<file path="config.mk">
export PLATFORM = sky130hd
export DESIGN_NAME = cla_sub_pipe_flat
export DESIGN_NICKNAME = d
export VERILOG_FILES = /design/src/rtl/cla_sub_pipe_pkg.sv /design/src/rtl/cla_sub_pipe_if.sv /design/src/rtl/cla_sub_pipe_gp_group.sv /design/src/rtl/cla_sub_pipe.sv /design/src/flat_wrapper.sv
export SDC_FILE = /design/constraint.sdc
export NUM_CORES = 1
export LEC_CHECK = 0
export CAP_MARGIN = 30
export CORE_MARGIN = 2
export CORE_UTILIZATION = 48
export DETAILED_ROUTE_END_ITERATION = 6
export GPL_TIMING_DRIVEN = 1
export PLACE_DENSITY = 0.78
export SKIP_LAST_GASP = 1
export SYNTH_ARGS = -nofsm -noshare
export SYNTH_HDL_FRONTEND = slang
export SYNTH_SLANG_ARGS = --single-unit
</file>
<file path="constraint.sdc">
create_clock -name clk -period 2.25 [get_ports clk]
set_input_delay 0.5625 -clock clk [delete_from_list [all_inputs] [get_ports clk]]
set_output_delay 0.5625 -clock clk [all_outputs]
set_load 0.02 [all_outputs]
</file>
<file path="src/rtl/cla_sub_pipe_pkg.sv">
// rtl/cla_sub_pipe_pkg.sv - shared lookahead defaults and result flag type for the CLA subtractor
package cla_sub_pipe_pkg;

    localparam int CLA_GROUP_DEFAULT = 4;

    typedef struct packed {
        logic borrow;
        logic ovf;
        logic zero;
    } cla_flags_t;

    function automatic int cla_ngroup(input int width, input int group);
        return width / group;
    endfunction

endpackage

</file>
<file path="src/rtl/cla_sub_pipe_if.sv">
// rtl/cla_sub_pipe_if.sv - operand/result valid-ready stream bundle for cla_sub_pipe
interface cla_sub_pipe_if #(
    parameter int WIDTH = 16
) ();
    logic             in_valid;
    logic             in_ready;
    logic [WIDTH-1:0] a;
    logic [WIDTH-1:0] b;
    logic             bin;
    logic             out_valid;
    logic             out_ready;
    logic [WIDTH-1:0] diff;
    logic             borrow;
    logic             ovf;
    logic             zero;

    modport master (
        output in_valid, a, b, bin, out_ready,
        input  in_ready, out_valid, diff, borrow, ovf, zero
    );

    modport slave (
        input  in_valid, a, b, bin, out_ready,
        output in_ready, out_valid, diff, borrow, ovf, zero
    );
endinterface

</file>
<file path="src/rtl/cla_sub_pipe_gp_group.sv">
// rtl/cla_sub_pipe_gp_group.sv - GROUP-bit generate/propagate cell with in-group bit carries
module cla_gp_group #(
    parameter int GROUP = 4
) (
    input  logic [GROUP-1:0] i_a,
    input  logic [GROUP-1:0] i_nb,
    input  logic             i_c_in,
    output logic             o_gg,
    output logic             o_gp,
    output logic [GROUP-1:0] o_c
);
    logic [GROUP-1:0] w_g;
    logic [GROUP-1:0] w_p;
    logic [GROUP-1:0] w_c;
    logic             w_gg;

    // o_c[i] is the carry into bit i of the group
    always_comb begin
        w_g    = i_a & i_nb;
        w_p    = i_a | i_nb;
        w_c    = '0;
        w_c[0] = i_c_in;
        for (int i = 1; i < GROUP; i++) begin
            w_c[i] = w_g[i-1] | (w_p[i-1] & w_c[i-1]);
        end
        w_gg = 1'b0;
        for (int i = 0; i < GROUP; i++) begin
            w_gg = w_g[i] | (w_p[i] & w_gg);
        end
    end

    assign o_c  = w_c;
    assign o_gg = w_gg;
    assign o_gp = &w_p;
endmodule

</file>
<file path="src/rtl/cla_sub_pipe.sv">
// rtl/cla_sub_pipe.sv - 2-stage valid/ready carry-lookahead subtractor, diff = a - b - bin
// Optional: CLA_SUB_SAT_EN clamps diff to 0 on unsigned borrow.
module cla_sub_pipe
    import cla_sub_pipe_pkg::*;
#(
    parameter int WIDTH = 16,
    parameter int GROUP = CLA_GROUP_DEFAULT
) (
    input logic           clk,
    input logic           rst,
    cla_sub_pipe_if.slave bus
);
    localparam int NGROUP = cla_ngroup(WIDTH, GROUP);

    generate
        if (WIDTH % GROUP != 0) begin : g_width_check
            $error("cla_sub_pipe: WIDTH must be a multiple of GROUP");
        end
    endgenerate

    logic              w_s1_en;
    logic              w_s2_en;
    logic              w_accept;
    logic [WIDTH-1:0]  w_nb;
    logic [NGROUP-1:0] w_gg;
    logic [NGROUP-1:0] w_gp;
    logic [WIDTH-1:0]  w_pg;

    logic              r_s1_valid;
    logic [WIDTH-1:0]  r_g;
    logic [WIDTH-1:0]  r_p;
    logic [WIDTH-1:0]  r_pg;
    logic [NGROUP-1:0] r_gg;
    logic [NGROUP-1:0] r_gp;
    logic              r_c0;
    logic              r_a_msb;
    logic              r_b_msb;

    logic              r_out_valid;
    logic [WIDTH-1:0]  r_diff;
    cla_flags_t        r_flags;

    assign w_s2_en      = ~r_out_valid | bus.out_ready;
    assign w_s1_en      = ~r_s1_valid | w_s2_en;
    assign w_accept     = bus.in_valid & w_s1_en;
    assign bus.in_ready = w_s1_en;
    assign w_nb         = ~bus.b;

    // Evaluated with carry-in 0, the cell's bit carries are the in-group prefix generates
    genvar k;
    generate
        for (k = 0; k < NGROUP; k++) begin : g_grp
            cla_gp_group #(.GROUP(GROUP)) u_grp (
                .i_a    (bus.a[k*GROUP +: GROUP]),
                .i_nb   (w_nb[k*GROUP +: GROUP]),
                .i_c_in (1'b0),
                .o_gg   (w_gg[k]),
                .o_gp   (w_gp[k]),
                .o_c    (w_pg[k*GROUP +: GROUP])
            );
        end
    endgenerate

    always_ff @(posedge clk or posedge rst) begin
        if (rst) begin
            r_s1_valid <= 1'b0;
            r_g        <= '0;
            r_p        <= '0;
            r_pg       <= '0;
            r_gg       <= '0;
            r_gp       <= '0;
            r_c0       <= 1'b0;
            r_a_msb    <= 1'b0;
            r_b_msb    <= 1'b0;
        end else if (w_s1_en) begin
            r_s1_valid <= w_accept;
            if (w_accept) begin
                r_g     <= bus.a & w_nb;
                r_p     <= bus.a | w_nb;
                r_pg    <= w_pg;
                r_gg    <= w_gg;
                r_gp    <= w_gp;
                r_c0    <= ~bus.bin;
                r_a_msb <= bus.a[WIDTH-1];
                r_b_msb <= bus.b[WIDTH-1];
            end
        end
    end

    logic [NGROUP:0]  w_cg;
    logic [WIDTH-1:0] w_c;
    logic             w_pp;
    logic             w_prev_p;
    logic [WIDTH-1:0] w_diff_raw;
    logic [WIDTH-1:0] w_diff_out;
    cla_flags_t       w_flags;

    always_comb begin
        w_cg     = '0;
        w_c      = '0;
        w_pp     = 1'b1;
        w_prev_p = 1'b0;
        w_cg[0]  = r_c0;
        for (int g = 0; g < NGROUP; g++) begin
            w_cg[g+1] = r_gg[g] | (r_gp[g] & w_cg[g]);
        end
        // bit carry = prefix generate | prefix propagate & group carry-in
        for (int i = 0; i < WIDTH; i++) begin
            w_pp     = (i % GROUP == 0) ? 1'b1 : (w_pp & w_prev_p);
            w_c[i]   = r_pg[i] | (w_pp & w_cg[i / GROUP]);
            w_prev_p = r_p[i];
        end
        w_diff_raw     = (r_p & ~r_g) ^ w_c;
        w_flags.borrow = ~w_cg[NGROUP];
        w_flags.ovf    = (r_a_msb ^ r_b_msb) & (w_diff_raw[WIDTH-1] ^ r_a_msb);
        w_flags.zero   = ~|w_diff_raw;
`ifdef CLA_SUB_SAT_EN
        w_diff_out     = w_flags.borrow ? '0 : w_diff_raw;
`else
        w_diff_out     = w_diff_raw;
`endif
    end

    always_ff @(posedge clk or posedge rst) begin
        if (rst) begin
            r_out_valid <= 1'b0;
            r_diff      <= '0;
            r_flags     <= '0;
        end else if (w_s2_en) begin
            r_out_valid <= r_s1_valid;
            if (r_s1_valid) begin
                r_diff  <= w_diff_out;
                r_flags <= w_flags;
            end
        end
    end

    assign bus.out_valid = r_out_valid;
    assign bus.diff      = r_diff;
    assign bus.borrow    = r_flags.borrow;
    assign bus.ovf       = r_flags.ovf;
    assign bus.zero      = r_flags.zero;
endmodule

</file>
<file path="src/flat_wrapper.sv">
// flat-port wrapper written by rule: the top's interface ports become plain ports
module cla_sub_pipe_flat import cla_sub_pipe_pkg::*;
#(
    parameter int WIDTH = 16,
    parameter int GROUP = CLA_GROUP_DEFAULT
)
  (clk, rst, bus_in_valid, bus_a, bus_b, bus_bin, bus_out_ready, bus_in_ready, bus_out_valid, bus_diff, bus_borrow, bus_ovf, bus_zero);
  cla_sub_pipe_if #(.WIDTH(WIDTH)) bus_i ();
  input logic clk;
  input logic rst;
  input wire logic [$bits(bus_i.in_valid)-1:0] bus_in_valid;
  input wire logic [$bits(bus_i.a)-1:0] bus_a;
  input wire logic [$bits(bus_i.b)-1:0] bus_b;
  input wire logic [$bits(bus_i.bin)-1:0] bus_bin;
  input wire logic [$bits(bus_i.out_ready)-1:0] bus_out_ready;
  output wire logic [$bits(bus_i.in_ready)-1:0] bus_in_ready;
  output wire logic [$bits(bus_i.out_valid)-1:0] bus_out_valid;
  output wire logic [$bits(bus_i.diff)-1:0] bus_diff;
  output wire logic [$bits(bus_i.borrow)-1:0] bus_borrow;
  output wire logic [$bits(bus_i.ovf)-1:0] bus_ovf;
  output wire logic [$bits(bus_i.zero)-1:0] bus_zero;
  assign bus_i.in_valid = bus_in_valid;
  assign bus_i.a = bus_a;
  assign bus_i.b = bus_b;
  assign bus_i.bin = bus_bin;
  assign bus_i.out_ready = bus_out_ready;
  assign bus_in_ready = bus_i.in_ready;
  assign bus_out_valid = bus_i.out_valid;
  assign bus_diff = bus_i.diff;
  assign bus_borrow = bus_i.borrow;
  assign bus_ovf = bus_i.ovf;
  assign bus_zero = bus_i.zero;
  cla_sub_pipe #(.WIDTH(WIDTH), .GROUP(GROUP)) u_core (.clk(clk), .rst(rst), .bus(bus_i));
endmodule
</file>
==> results of run 1 <==
[how the worst max path moves through the flow]
stage,startpoint,endpoint,slack (ns),cells past startpoint
CTS,u_core.r_c0,u_core.bus.zero,0.16,6
floorplan,u_core.r_c0,u_core.bus.zero,0.32,7
detailed placement,bus_out_ready,bus_in_ready,-0.07,3
global placement,bus_out_ready,bus_in_ready,-0.06,3
finish,u_core.r_c0,u_core.bus.zero,0.18,6
global route,u_core.r_c0,u_core.bus.zero,0.11,6
[layout by cell type (no fill, tap or decap), drive strengths merged, types with 2 or more instances in the layout]
cell type,netlist,layout
o21ai,52,52
inv,8,7
buf,4,13
nor2b,14,14
clkdlybuf4s50,0,56
o41ai,5,5
nand2b,28,28
nand3b,2,2
a31oi,5,5
a21o,3,3
clkbuf,9,14
maj3,4,4
xnor2,15,15
nor2,8,8
nand3,3,3
dfrtp,72,72
nand2,65,65
a41oi,3,3
a21oi,13,13
mux2,17,17
bufinv,0,2
[Yosys cell counts (2+ instances only)]
cell / number / area (um^2)
sky130_fd_sc_hd__dfrtp_1: 72 / 1802
sky130_fd_sc_hd__a41oi_1: 3 / 26.28
sky130_fd_sc_hd__xnor2_1: 15 / 131.4
sky130_fd_sc_hd__o21ai_0: 51 / 255.2
sky130_fd_sc_hd__a21o_1: 2 / 15.01
sky130_fd_sc_hd__clkbuf_1: 9 / 33.78
sky130_fd_sc_hd__nand2b_1: 28 / 175.2
sky130_fd_sc_hd__buf_1: 2 / 7.510
sky130_fd_sc_hd__o41ai_1: 4 / 35.03
sky130_fd_sc_hd__mux2_2: 17 / 191.4
sky130_fd_sc_hd__a31oi_1: 5 / 31.28
sky130_fd_sc_hd__nor2_1: 8 / 30.03
sky130_fd_sc_hd__maj3_1: 4 / 40.04
sky130_fd_sc_hd__inv_1: 8 / 30.03
sky130_fd_sc_hd__nand3_1: 3 / 15.01
sky130_fd_sc_hd__nand2_1: 65 / 244.0
sky130_fd_sc_hd__nor2b_1: 14 / 87.58
sky130_fd_sc_hd__a21oi_1: 13 / 65.06
sky130_fd_sc_hd__nand3b_1: 2 / 15.01
[layer usage]
layer	vias up	GRT usage
li1	1301	-
met1	1217	0.2580
met2	68	0.3079
met3	11	0.02639
met4	0	0.08531
met5	-	0
[power breakdown]
group | internal [mW] | switching, mW | total [mW]
combinational | 0.567 | 0.568 | 1.14
clock | 0.717 | 0.462 | 1.18
sequential | 1.54 | 0.167 | 1.71
total | 2.82 | 1.20 | 4.02
[registers in the layout, indices dropped and copies added, names as in the netlist]
signal,flops
u_core.bus.diff,16
u_core.r_g,16
u_core.r_p,16
u_core.r_pg,8
u_core.r_gg,4
u_core.r_gp,4
u_core.bus.borrow,1
u_core.bus.out_valid,1
u_core.bus.ovf,1
u_core.bus.zero,1
u_core.r_a_msb,1
u_core.r_b_msb,1
u_core.r_c0,1
u_core.r_s1_valid,1
[area by class of cell]
cell class                      instances  share of cell area
Clock buffer                           14             0.03951
Clock inverter                          2             0.01374
Inverter                                8            0.007730
Multi-Input combinational cell        247              0.3381
Sequential cell                        72              0.4123
Tap cell                               96             0.02748
Timing Repair Buffer                   70              0.1612
[worst reg2reg max path, delay by kind of cell (launching register included)]
kind | cells | cell delay, ns
compound gates | 4 | 0.95
simple gates | 2 | 0.62
flops | 1 | 0.41
[metrics by stage]
| stage | setup TNS (ns) | cell area, um^2 | cells | hold slack, ns |
|---|---|---|---|---|
| after global placement | -0.05859 | 4139 | 493 | 0.4554 |
| after floorplan | 0 | 3371 | 340 | 0.4413 |
| after detailed placement | -0.07165 | 4139 | 493 | 0.4654 |
| after CTS | 0 | 4370 | 509 | 0.4815 |
| after global routing | 0 | 4370 | 509 | 0.4887 |
| final | 0 | 4370 | 509 | 0.4767 |
[repair_timing]
action	CTS	global route
resized for setup	1	0
endpoints found under the setup margin	1	0
hold endpoints to repair	0	0
setup buffers	0	0
[cells by family after synthesis]
| kind of cell | Yosys count | synth area share |
|---|---|---|
| flip-flops | 72 | 0.5351 |
| AND/OR/NAND/NOR | 127 | 0.1847 |
| adder cells (fa/ha/maj) | 4 | 0.01189 |
| AO/OA/AOI/OAI | 82 | 0.1401 |
| multiplexers | 18 | 0.05983 |
| buffers and inverters | 21 | 0.02676 |
| XOR/XNOR | 16 | 0.04162 |
==> impl_metrics.xml, run 1 <==
<?xml version="1.0" encoding="UTF-8"?>
<metrics>
  <group name="final_layout">
    <metric name="fin_util" unit="">0.6433</metric>
    <metric name="multi_input_area" unit="mm^2">0.001478</metric>
    <metric name="final-seq-area" unit="mm^2">0.001802</metric>
    <metric name="fill_cell_total_of_the_finished_layout" unit="">552</metric>
    <metric name="insertedDiodeCount" unit="">0</metric>
    <metric name="num-nets-final" unit="">445</metric>
    <metric name="areaGrowthSynthToFinish" unit="%">29.80</metric>
    <metric name="layout-drive-gt1-share" unit="">0.1186</metric>
  </group>
  <group name="synthesis">
    <metric name="synth_enable_flop_cells" unit="">0</metric>
    <metric name="netlist-cell-type-count" unit="">34</metric>
    <metric name="synth.ff_latch_count" unit="">72</metric>
    <metric name="synthCells" unit="">340</metric>
    <metric name="yosys_most_used_dff" unit="">sky130_fd_sc_hd__dfrtp_1</metric>
    <metric name="asyncSetResetFlopFracSynth" unit="">1.000</metric>
    <metric name="synth.yosys.warnings" unit="">0</metric>
    <metric name="synth_sequential_area_ratio" unit="">0.5351</metric>
    <metric name="syn_avg_cell_area" unit="um^2">9.903</metric>
    <metric name="synth_area" unit="mm^2">0.003367</metric>
    <metric name="synth.net_count" unit="">377</metric>
  </group>
  <group name="route">
    <metric name="dr.first_iter.drc_count" unit="">128</metric>
    <metric name="dr_wl_met2" unit="um">3140</metric>
    <metric name="drc" unit="">0</metric>
    <metric name="dr_wl_met3" unit="um">247</metric>
    <metric name="vias_per_cell" unit="">5.102</metric>
    <metric name="postRouteWirelength" unit="um">6664</metric>
    <metric name="vias" unit="">2597</metric>
    <metric name="wirelength_met1" unit="um">3133</metric>
    <metric name="dr.max_layer_used" unit="">met4</metric>
    <metric name="drt-pass1-iter-count" unit="">4</metric>
    <metric name="wl_per_cell" unit="um">13.09</metric>
    <metric name="detail-route-antenna-nets" unit="">0</metric>
  </group>
  <group name="global_routing">
    <metric name="track_usage" unit="">0.1908</metric>
    <metric name="maximum_number_of_pins_on_one_net_before_global_route_repair" unit="">60</metric>
    <metric name="wire_length_of_the_first_global_routing_pass" unit="um">11360</metric>
    <metric name="antenna_violations_before_repair" unit="">0</metric>
    <metric name="first_global_vias" unit="">2500</metric>
    <metric name="grt_overflow" unit="">0</metric>
  </group>
  <group name="clocking">
    <metric name="cts_num_sinks" unit="">72</metric>
    <metric name="clock-root-buffer" unit="">sky130_fd_sc_hd__clkbuf_8</metric>
    <metric name="ctsLongestPathBuffers" unit="">2</metric>
    <metric name="worst_skew_late_latency" unit="ns">0.35</metric>
    <metric name="clkSlewWorstSetupHoldPaths" unit="ns">0.08</metric>
    <metric name="htreeDepth" unit="">3</metric>
    <metric name="post_cts_hold_buffer_count" unit="">0</metric>
    <metric name="number_of_clock_buffers_inserted_by_tritoncts" unit="">9</metric>
    <metric name="tritoncts" unit="">built</metric>
  </group>
  <group name="timing">
    <metric name="setup_viol" unit="">0</metric>
    <metric name="clock_tree_skew_after_final_layout" unit="ns">0.008600</metric>
    <metric name="min_period_over_period" unit="">0.9212</metric>
    <metric name="slew_headroom" unit="">0.7497</metric>
    <metric name="report.final.hold_viol_count" unit="">0</metric>
    <metric name="max_freq" unit="MHz">482.5</metric>
    <metric name="slew_worst_pin" unit="ns">0.3730</metric>
    <metric name="postLayoutSetupSlackWorst" unit="ns">0.1773</metric>
    <metric name="final.min_clock_period" unit="ns">2.073</metric>
    <metric name="rsz0062_at_grt" unit="">false</metric>
    <metric name="slew_violations" unit="">0</metric>
  </group>
  <group name="power">
    <metric name="design_power_total" unit="mW">4.021</metric>
    <metric name="total_leakage_power" unit="nW">1.882</metric>
    <metric name="power_density" unit="mW/mm^2">920.1</metric>
    <metric name="worst_vdd_rail_ir_drop" unit="mV">0.3941</metric>
  </group>
  <group name="placement">
    <metric name="gp_congestion" unit="">0.7873</metric>
    <metric name="worst_setup_slack_post_dpl" unit="ns">-0.07165</metric>
    <metric name="hpwl" unit="um">4875</metric>
    <metric name="portBuffers" unit="">57</metric>
  </group>
  <group name="setup_path">
    <metric name="worst-setup-path-type" unit="">flop to flop</metric>
    <metric name="crit_required" unit="ns">2.50</metric>
    <metric name="worst_path_max_delay_cell" unit="">sky130_fd_sc_hd__or4_1</metric>
    <metric name="worst-path-buf-inv" unit="">0</metric>
    <metric name="r2r_end" unit="">u_core.bus.zero</metric>
    <metric name="critical_path_s_top_delay_family" unit="">compound AO/OA/AOI/OAI gates</metric>
    <metric name="reg2reg_depth" unit="">6</metric>
    <metric name="startpoint_type" unit="">flop</metric>
    <metric name="worstPathArrival" unit="ns">2.32</metric>
    <metric name="crit_path_max_incr_delay" unit="ns">0.47</metric>
    <metric name="worst_reg2reg_path_startpoint" unit="">u_core.r_c0</metric>
    <metric name="crit_fanout" unit="">5</metric>
    <metric name="setup.reg_to_reg.worst_slack" unit="ns">0.18</metric>
    <metric name="crit_chain" unit="">a21o_4 &gt; a21o_1 &gt; or4_1 &gt; a31oi_1 &gt; nand3_1 &gt; o41ai_2</metric>
    <metric name="critPathCaptureType" unit="">flop</metric>
  </group>
  <group name="floorplanning">
    <metric name="core.rowCount" unit="">30</metric>
    <metric name="core" unit="mm^2">0.006794</metric>
    <metric name="horizontal_die_dimension" unit="um">87.75</metric>
    <metric name="die-area" unit="mm^2">0.007700</metric>
    <metric name="floorplan.initialDensity" unit="">0.4956</metric>
    <metric name="ioPinCount" unit="">58</metric>
    <metric name="die_h" unit="um">87.75</metric>
  </group>
  <group name="status">
    <metric name="status" unit="">complete, no violations</metric>
  </group>
  <group name="min_path">
    <metric name="hold_depth" unit="">1</metric>
    <metric name="hold_path.startpoint" unit="">u_core.bus.borrow</metric>
    <metric name="min-delay-path-class" unit="">flop to flop</metric>
    <metric name="whs_endpoint" unit="">u_core.bus.borrow</metric>
  </group>
  <group name="run">
    <metric name="max_cap_viol_count" unit="">0</metric>
  </group>
</metrics>
Note: power is estimated with default switching activity, not from simulation.
==> run 2: changes to the inputs <==
- CORE_MARGIN: 2 -> unset
- CORE_UTILIZATION: 48 -> 43
- PLACE_DENSITY: 0.78 -> 0.72
==> impl_metrics.xml, run 2 (synthesis gave the netlist of run 1 again) <==
<?xml version="1.0" encoding="UTF-8"?>
<metrics>
  <group name="status">
    <metric name="status" unit="">complete, no violations</metric>
  </group>
  <group name="timing">
    <metric name="slew_worst_pin" unit="ns">0.4036</metric>
    <metric name="slew_violations" unit="">0</metric>
    <metric name="clock_tree_skew_after_final_layout" unit="ns">0.01040</metric>
    <metric name="final.min_clock_period" unit="ns">2.066</metric>
    <metric name="rsz0062_at_grt" unit="">false</metric>
    <metric name="postLayoutSetupSlackWorst" unit="ns">0.1837</metric>
    <metric name="min_period_over_period" unit="">0.9184</metric>
    <metric name="setup_viol" unit="">0</metric>
    <metric name="max_freq" unit="MHz">484.0</metric>
    <metric name="report.final.hold_viol_count" unit="">0</metric>
    <metric name="slew_headroom" unit="">0.7290</metric>
    <metric name="whs" unit="ns">0.4726</metric>
  </group>
  <group name="route">
    <metric name="detail-route-antenna-nets" unit="">0</metric>
    <metric name="vias" unit="">2568</metric>
    <metric name="dr.first_iter.drc_count" unit="">114</metric>
    <metric name="drc" unit="">0</metric>
    <metric name="vias_per_cell" unit="">5.035</metric>
    <metric name="postRouteWirelength" unit="um">6801</metric>
    <metric name="wl_per_cell" unit="um">13.34</metric>
    <metric name="drt-pass1-iter-count" unit="">4</metric>
  </group>
  <group name="clocking">
    <metric name="number_of_clock_buffers_inserted_by_tritoncts" unit="">9</metric>
    <metric name="ctsLongestPathBuffers" unit="">2</metric>
    <metric name="cts_num_sinks" unit="">72</metric>
    <metric name="buffer_count_from_post_cts_setup_fixing" unit="">0</metric>
    <metric name="tritoncts" unit="">built</metric>
    <metric name="clkSlewWorstSetupHoldPaths" unit="ns">0.07</metric>
    <metric name="htreeDepth" unit="">3</metric>
    <metric name="worst_skew_late_latency" unit="ns">0.35</metric>
    <metric name="clock-root-buffer" unit="">sky130_fd_sc_hd__clkbuf_8</metric>
    <metric name="postCtsResizedCells" unit="">1</metric>
    <metric name="post_cts_hold_buffer_count" unit="">0</metric>
  </group>
  <group name="floorplanning">
    <metric name="horizontal_die_dimension" unit="um">90.49</metric>
    <metric name="floorplan.initialDensity" unit="">0.4545</metric>
    <metric name="core.rowCount" unit="">31</metric>
    <metric name="core" unit="mm^2">0.007408</metric>
    <metric name="die-area" unit="mm^2">0.008188</metric>
    <metric name="ioPinCount" unit="">58</metric>
    <metric name="die_h" unit="um">90.49</metric>
  </group>
  <group name="final_layout">
    <metric name="areaGrowthSynthToFinish" unit="%">29.10</metric>
    <metric name="num-nets-final" unit="">443</metric>
    <metric name="final_common_cell" unit="">sky130_fd_sc_hd__dfrtp_1</metric>
    <metric name="postLayoutCellArea" unit="mm^2">0.004347</metric>
    <metric name="layout-drive-gt1-share" unit="">0.1192</metric>
    <metric name="layout_common_cells" unit="">sky130_fd_sc_hd__dfrtp_1 (72), sky130_fd_sc_hd__nand2_1 (64), sky130_fd_sc_hd__clkdlybuf4s50_1 (56), sky130_fd_sc_hd__o21ai_0 (51), sky130_fd_sc_hd__nand2b_1 (28)</metric>
    <metric name="fill_cell_total_of_the_finished_layout" unit="">647</metric>
    <metric name="insertedDiodeCount" unit="">0</metric>
  </group>
  <group name="placement">
    <metric name="portBuffers" unit="">57</metric>
    <metric name="placement.cell_area" unit="mm^2">0.004128</metric>
    <metric name="hpwl" unit="um">5027</metric>
    <metric name="worst_setup_slack_post_dpl" unit="ns">-0.09967</metric>
    <metric name="gp_congestion" unit="">0.7526</metric>
  </group>
  <group name="min_path">
    <metric name="hold_path.startpoint" unit="">u_core.r_g[6]</metric>
    <metric name="whs_endpoint" unit="">u_core.r_g[6]</metric>
    <metric name="hold_depth" unit="">2</metric>
    <metric name="min-delay-path-class" unit="">flop to flop</metric>
  </group>
  <group name="setup_path">
    <metric name="r2r_end" unit="">u_core.bus.zero</metric>
    <metric name="worst_reg2reg_path_startpoint" unit="">u_core.r_c0</metric>
    <metric name="crit_required" unit="ns">1.69</metric>
    <metric name="crit_fanout" unit="">2</metric>
    <metric name="critPathCaptureType" unit="">primary output</metric>
    <metric name="worstPathArrival" unit="ns">1.50</metric>
    <metric name="setup.reg_to_reg.worst_slack" unit="ns">0.19</metric>
    <metric name="startpoint_type" unit="">primary input</metric>
    <metric name="reg2reg_depth" unit="">6</metric>
    <metric name="worst-setup-path-type" unit="">primary input to primary output</metric>
  </group>
  <group name="global_routing">
    <metric name="grt_overflow" unit="">0</metric>
    <metric name="antenna_violations_before_repair" unit="">0</metric>
    <metric name="first_global_vias" unit="">2527</metric>
    <metric name="maximum_number_of_pins_on_one_net_before_global_route_repair" unit="">73</metric>
    <metric name="track_usage" unit="">0.1835</metric>
    <metric name="wire_length_of_the_first_global_routing_pass" unit="um">11840</metric>
  </group>
  <group name="run">
    <metric name="max_cap_viol_count" unit="">0</metric>
  </group>
  <group name="power">
    <metric name="power_density" unit="mW/mm^2">914.8</metric>
    <metric name="total_leakage_power" unit="nW">1.868</metric>
    <metric name="worst_vdd_rail_ir_drop" unit="mV">0.4097</metric>
  </group>
</metrics>
[run 2: report_power, final]
group          switching, mW  internal (mW)
Sequential             0.173           1.54
Clock                  0.478          0.648
Combinational          0.571          0.566
[run 2: worst max-delay path, stage by stage]
cell	delay, ns
sky130_fd_sc_hd__clkdlybuf4s50_1	0.47
sky130_fd_sc_hd__nand3b_1	0.13
sky130_fd_sc_hd__dlygate4sd2_1	0.34
[run 2: cell type report]
type                       count  area (um^2)  share of cell area
inverter                       8        33.78            0.007772
clock buffer                  10        137.6             0.03166
sequential                    72         1802              0.4145
timing repair buffer          68        689.4              0.1586
clock inverter                 6        82.58             0.01900
tap                           99        123.9             0.02850
multi-input combinational    247         1478              0.3400
[run 2: worst max path at each step]
stage | end | cells after the start | slack (ns) | startpoint
3_5_place_dp | bus_in_ready | 3 | -0.1 | bus_out_ready
5_1_grt | u_core.bus.zero | 6 | 0.10 | u_core.r_c0
2_1_floorplan | u_core.bus.zero | 7 | 0.32 | u_core.r_c0
6_report | bus_in_ready | 3 | 0.18 | bus_out_ready
4_1_cts | bus_in_ready | 3 | 0.17 | bus_out_ready
3_3_place_gp | bus_in_ready | 3 | -0.06 | bus_out_ready
[run 2: stage by stage]
step	cells	setup TNS, ns	total power [mW]	utilization
after global routing	510	0	4.202	0.5867
after CTS	510	0	4.014	0.5867
final	510	0	3.976	0.5867
after global placement	494	-0.05839	2.841	0.5572
after detailed placement	494	-0.09967	2.887	0.5572
after floorplan	340	0	2.371	-
[run 2: routing by layer]
layer  track usage  wire (um)  vias to the layer above
li1              -          -                     1294
met1        0.2426       3091                     1202
met2        0.2955       3254                       59
met3       0.02946        313                       13
met4       0.08468        141                        0
met5             0          0                        -
==> run 3: changes to the inputs <==
- REMOVE_ABC_BUFFERS: unset -> 1
==> impl_metrics.xml, run 3 (synthesis gave the netlist of run 1 again) <==
<?xml version="1.0" encoding="UTF-8"?>
<metrics>
  <group name="status">
    <metric name="status" unit="">complete, no violations</metric>
  </group>
  <group name="setup_path">
    <metric name="critPathCaptureType" unit="">primary output</metric>
    <metric name="worst-setup-path-type" unit="">primary input to primary output</metric>
    <metric name="worst_path_max_delay_cell" unit="">sky130_fd_sc_hd__clkdlybuf4s50_1</metric>
    <metric name="worst-path-buf-inv" unit="">2</metric>
    <metric name="critical_path_s_top_delay_family" unit="">buffers and inverters</metric>
    <metric name="startpoint_type" unit="">primary input</metric>
    <metric name="crit_fanout" unit="">2</metric>
    <metric name="crit_path_max_incr_delay" unit="ns">0.47</metric>
    <metric name="worstPathArrival" unit="ns">1.51</metric>
    <metric name="crit_chain" unit="">clkdlybuf4s50_1 &gt; nand3b_1 &gt; dlygate4sd2_1</metric>
    <metric name="crit_required" unit="ns">1.69</metric>
  </group>
  <group name="timing">
    <metric name="slew_headroom" unit="">0.7137</metric>
    <metric name="max_freq" unit="MHz">483.3</metric>
    <metric name="setup_viol" unit="">0</metric>
    <metric name="slew_worst_pin" unit="ns">0.4266</metric>
    <metric name="final.min_clock_period" unit="ns">2.069</metric>
    <metric name="clock_tree_skew_after_final_layout" unit="ns">0.006295</metric>
    <metric name="slew_violations" unit="">0</metric>
    <metric name="min_period_over_period" unit="">0.9196</metric>
    <metric name="fin_tns_setup" unit="ns">0</metric>
    <metric name="report.final.hold_viol_count" unit="">0</metric>
    <metric name="rsz0062_at_grt" unit="">false</metric>
  </group>
  <group name="final_layout">
    <metric name="areaGrowthSynthToFinish" unit="%">28.17</metric>
    <metric name="layout-drive-gt1-share" unit="">0.1119</metric>
    <metric name="insertedDiodeCount" unit="">0</metric>
    <metric name="fill_cell_total_of_the_finished_layout" unit="">645</metric>
    <metric name="stdcell_count" unit="">510</metric>
    <metric name="num-nets-final" unit="">443</metric>
    <metric name="final_common_cell" unit="">sky130_fd_sc_hd__dfrtp_1</metric>
    <metric name="layout_common_cells" unit="">sky130_fd_sc_hd__dfrtp_1 (72), sky130_fd_sc_hd__nand2_1 (64), sky130_fd_sc_hd__clkdlybuf4s50_1 (56), sky130_fd_sc_hd__o21ai_0 (51), sky130_fd_sc_hd__nand2b_1 (28)</metric>
  </group>
  <group name="placement">
    <metric name="dpl.cell_count" unit="">494</metric>
    <metric name="gp_congestion" unit="">0.7470</metric>
    <metric name="portBuffers" unit="">57</metric>
    <metric name="hpwl" unit="um">4890</metric>
  </group>
  <group name="clocking">
    <metric name="buffer_count_from_post_cts_setup_fixing" unit="">0</metric>
    <metric name="number_of_clock_buffers_inserted_by_tritoncts" unit="">9</metric>
    <metric name="ctsLongestPathBuffers" unit="">2</metric>
    <metric name="tritoncts" unit="">built</metric>
    <metric name="htreeDepth" unit="">3</metric>
    <metric name="worst_skew_late_latency" unit="ns">0.33</metric>
    <metric name="clock-root-buffer" unit="">sky130_fd_sc_hd__clkbuf_8</metric>
    <metric name="clkSlewWorstSetupHoldPaths" unit="ns">0.07</metric>
    <metric name="cts_num_sinks" unit="">72</metric>
  </group>
  <group name="power">
    <metric name="worst_vdd_rail_ir_drop" unit="mV">0.3369</metric>
    <metric name="p_int" unit="mW">2.612</metric>
    <metric name="switching_share" unit="">0.3089</metric>
    <metric name="clock_group_share_of_total_power" unit="">0.250</metric>
    <metric name="power.switching" unit="mW">1.167</metric>
    <metric name="design_power_total" unit="mW">3.780</metric>
    <metric name="total_leakage_power" unit="nW">1.859</metric>
    <metric name="seqPwrFrac" unit="">0.453</metric>
    <metric name="combPwrFrac" unit="">0.297</metric>
    <metric name="power_density" unit="mW/mm^2">875.9</metric>
  </group>
  <group name="route">
    <metric name="vias" unit="">2526</metric>
    <metric name="detail-route-antenna-nets" unit="">0</metric>
    <metric name="drc" unit="">0</metric>
    <metric name="postRouteWirelength" unit="um">6447</metric>
    <metric name="drt-pass1-iter-count" unit="">4</metric>
    <metric name="wl_per_cell" unit="um">12.64</metric>
    <metric name="vias_per_cell" unit="">4.953</metric>
    <metric name="dr.first_iter.drc_count" unit="">65</metric>
  </group>
  <group name="floorplanning">
    <metric name="die_h" unit="um">90.49</metric>
    <metric name="ioPinCount" unit="">58</metric>
    <metric name="die-area" unit="mm^2">0.008188</metric>
    <metric name="core" unit="mm^2">0.007408</metric>
    <metric name="core.rowCount" unit="">31</metric>
    <metric name="horizontal_die_dimension" unit="um">90.49</metric>
    <metric name="floorplan.initialDensity" unit="">0.4545</metric>
  </group>
  <group name="global_routing">
    <metric name="first_global_vias" unit="">2481</metric>
    <metric name="track_usage" unit="">0.1713</metric>
    <metric name="grt_overflow" unit="">0</metric>
    <metric name="wire_length_of_the_first_global_routing_pass" unit="um">11120</metric>
    <metric name="antenna_violations_before_repair" unit="">0</metric>
    <metric name="maximum_number_of_pins_on_one_net_before_global_route_repair" unit="">39</metric>
  </group>
  <group name="run">
    <metric name="max_cap_viol_count" unit="">0</metric>
  </group>
  <group name="min_path">
    <metric name="min-delay-path-class" unit="">flop to flop</metric>
  </group>
</metrics>
## run 3: worst min-delay path: stages (launching register included)
cell	delay, ns
sky130_fd_sc_hd__dfrtp_1	0.34
sky130_fd_sc_hd__nand2_1	0.04
sky130_fd_sc_hd__o21ai_0	0.06
## run 3: layout make-up
class,count,area (um^2),share of cell area
flip-flops and latches,72,1802,0.4175
multi-input cells,247,1478,0.3424
repair buffers,68,701.9,0.1627
clock buffers,12,135.1,0.03131
well taps,99,123.9,0.02870
clock inverters,4,45.04,0.01044
inverters,8,30.03,0.006959
## run 3: path summary, 6_finish.rpt
check                           depth (start not counted)  slack, ns              endpoint      startpoint
worst max-delay path                                    3       0.18          bus_in_ready   bus_out_ready
worst min-delay path                                    2       0.47        u_core.r_g[15]  u_core.r_g[15]
worst max register to register                          6       0.29       u_core.bus.zero     u_core.r_c0
worst min register to register                          2       0.47        u_core.r_g[15]  u_core.r_g[15]
max in group asynchronous                               3       1.22        u_core.bus.ovf             rst
min in group asynchronous                               2       0.54  u_core.bus.out_valid             rst
## run 3: timing repair
action | in CTS | in global routing
endpoints found under the setup margin | 1 | 0
gates resized for setup | 1 | 0
hold buffers | 0 | 0
## run 3: power groups by stage
stage	registers, mW	logic [mW]	clock network [mW]
2_1_floorplan	1.84	0.517	0
3_3_place_gp	1.73	1.11	0
3_5_place_dp	1.74	1.14	0
4_1_cts	1.71	1.14	0.970
5_1_grt	1.75	1.23	1.03
6_report	1.71	1.12	0.947
## run 3: stage by stage
stage,worst slack (ns),area [um^2],util,hold slack [ns]
floorplan,-0.5543,3307,-,0.4413
global placement,-0.05865,4136,0.5584,0.4531
detailed placement,-0.08376,4136,0.5584,0.4619
CTS,0.1810,4315,0.5825,0.4788
global route,0.1236,4315,0.5825,0.5050
finish,0.1808,4315,0.5825,0.4721
## run 3: metal layers
layer  share of wire  up-vias  global-route usage  routed length (um)
li1                -     1287                   -                   -
met1            0.50     1177              0.2358                3203
met2            0.45       49              0.2658                2910
met3           0.030       13             0.02778                 192
met4           0.022        0             0.07796                 141
met5               0        -                   0                   0
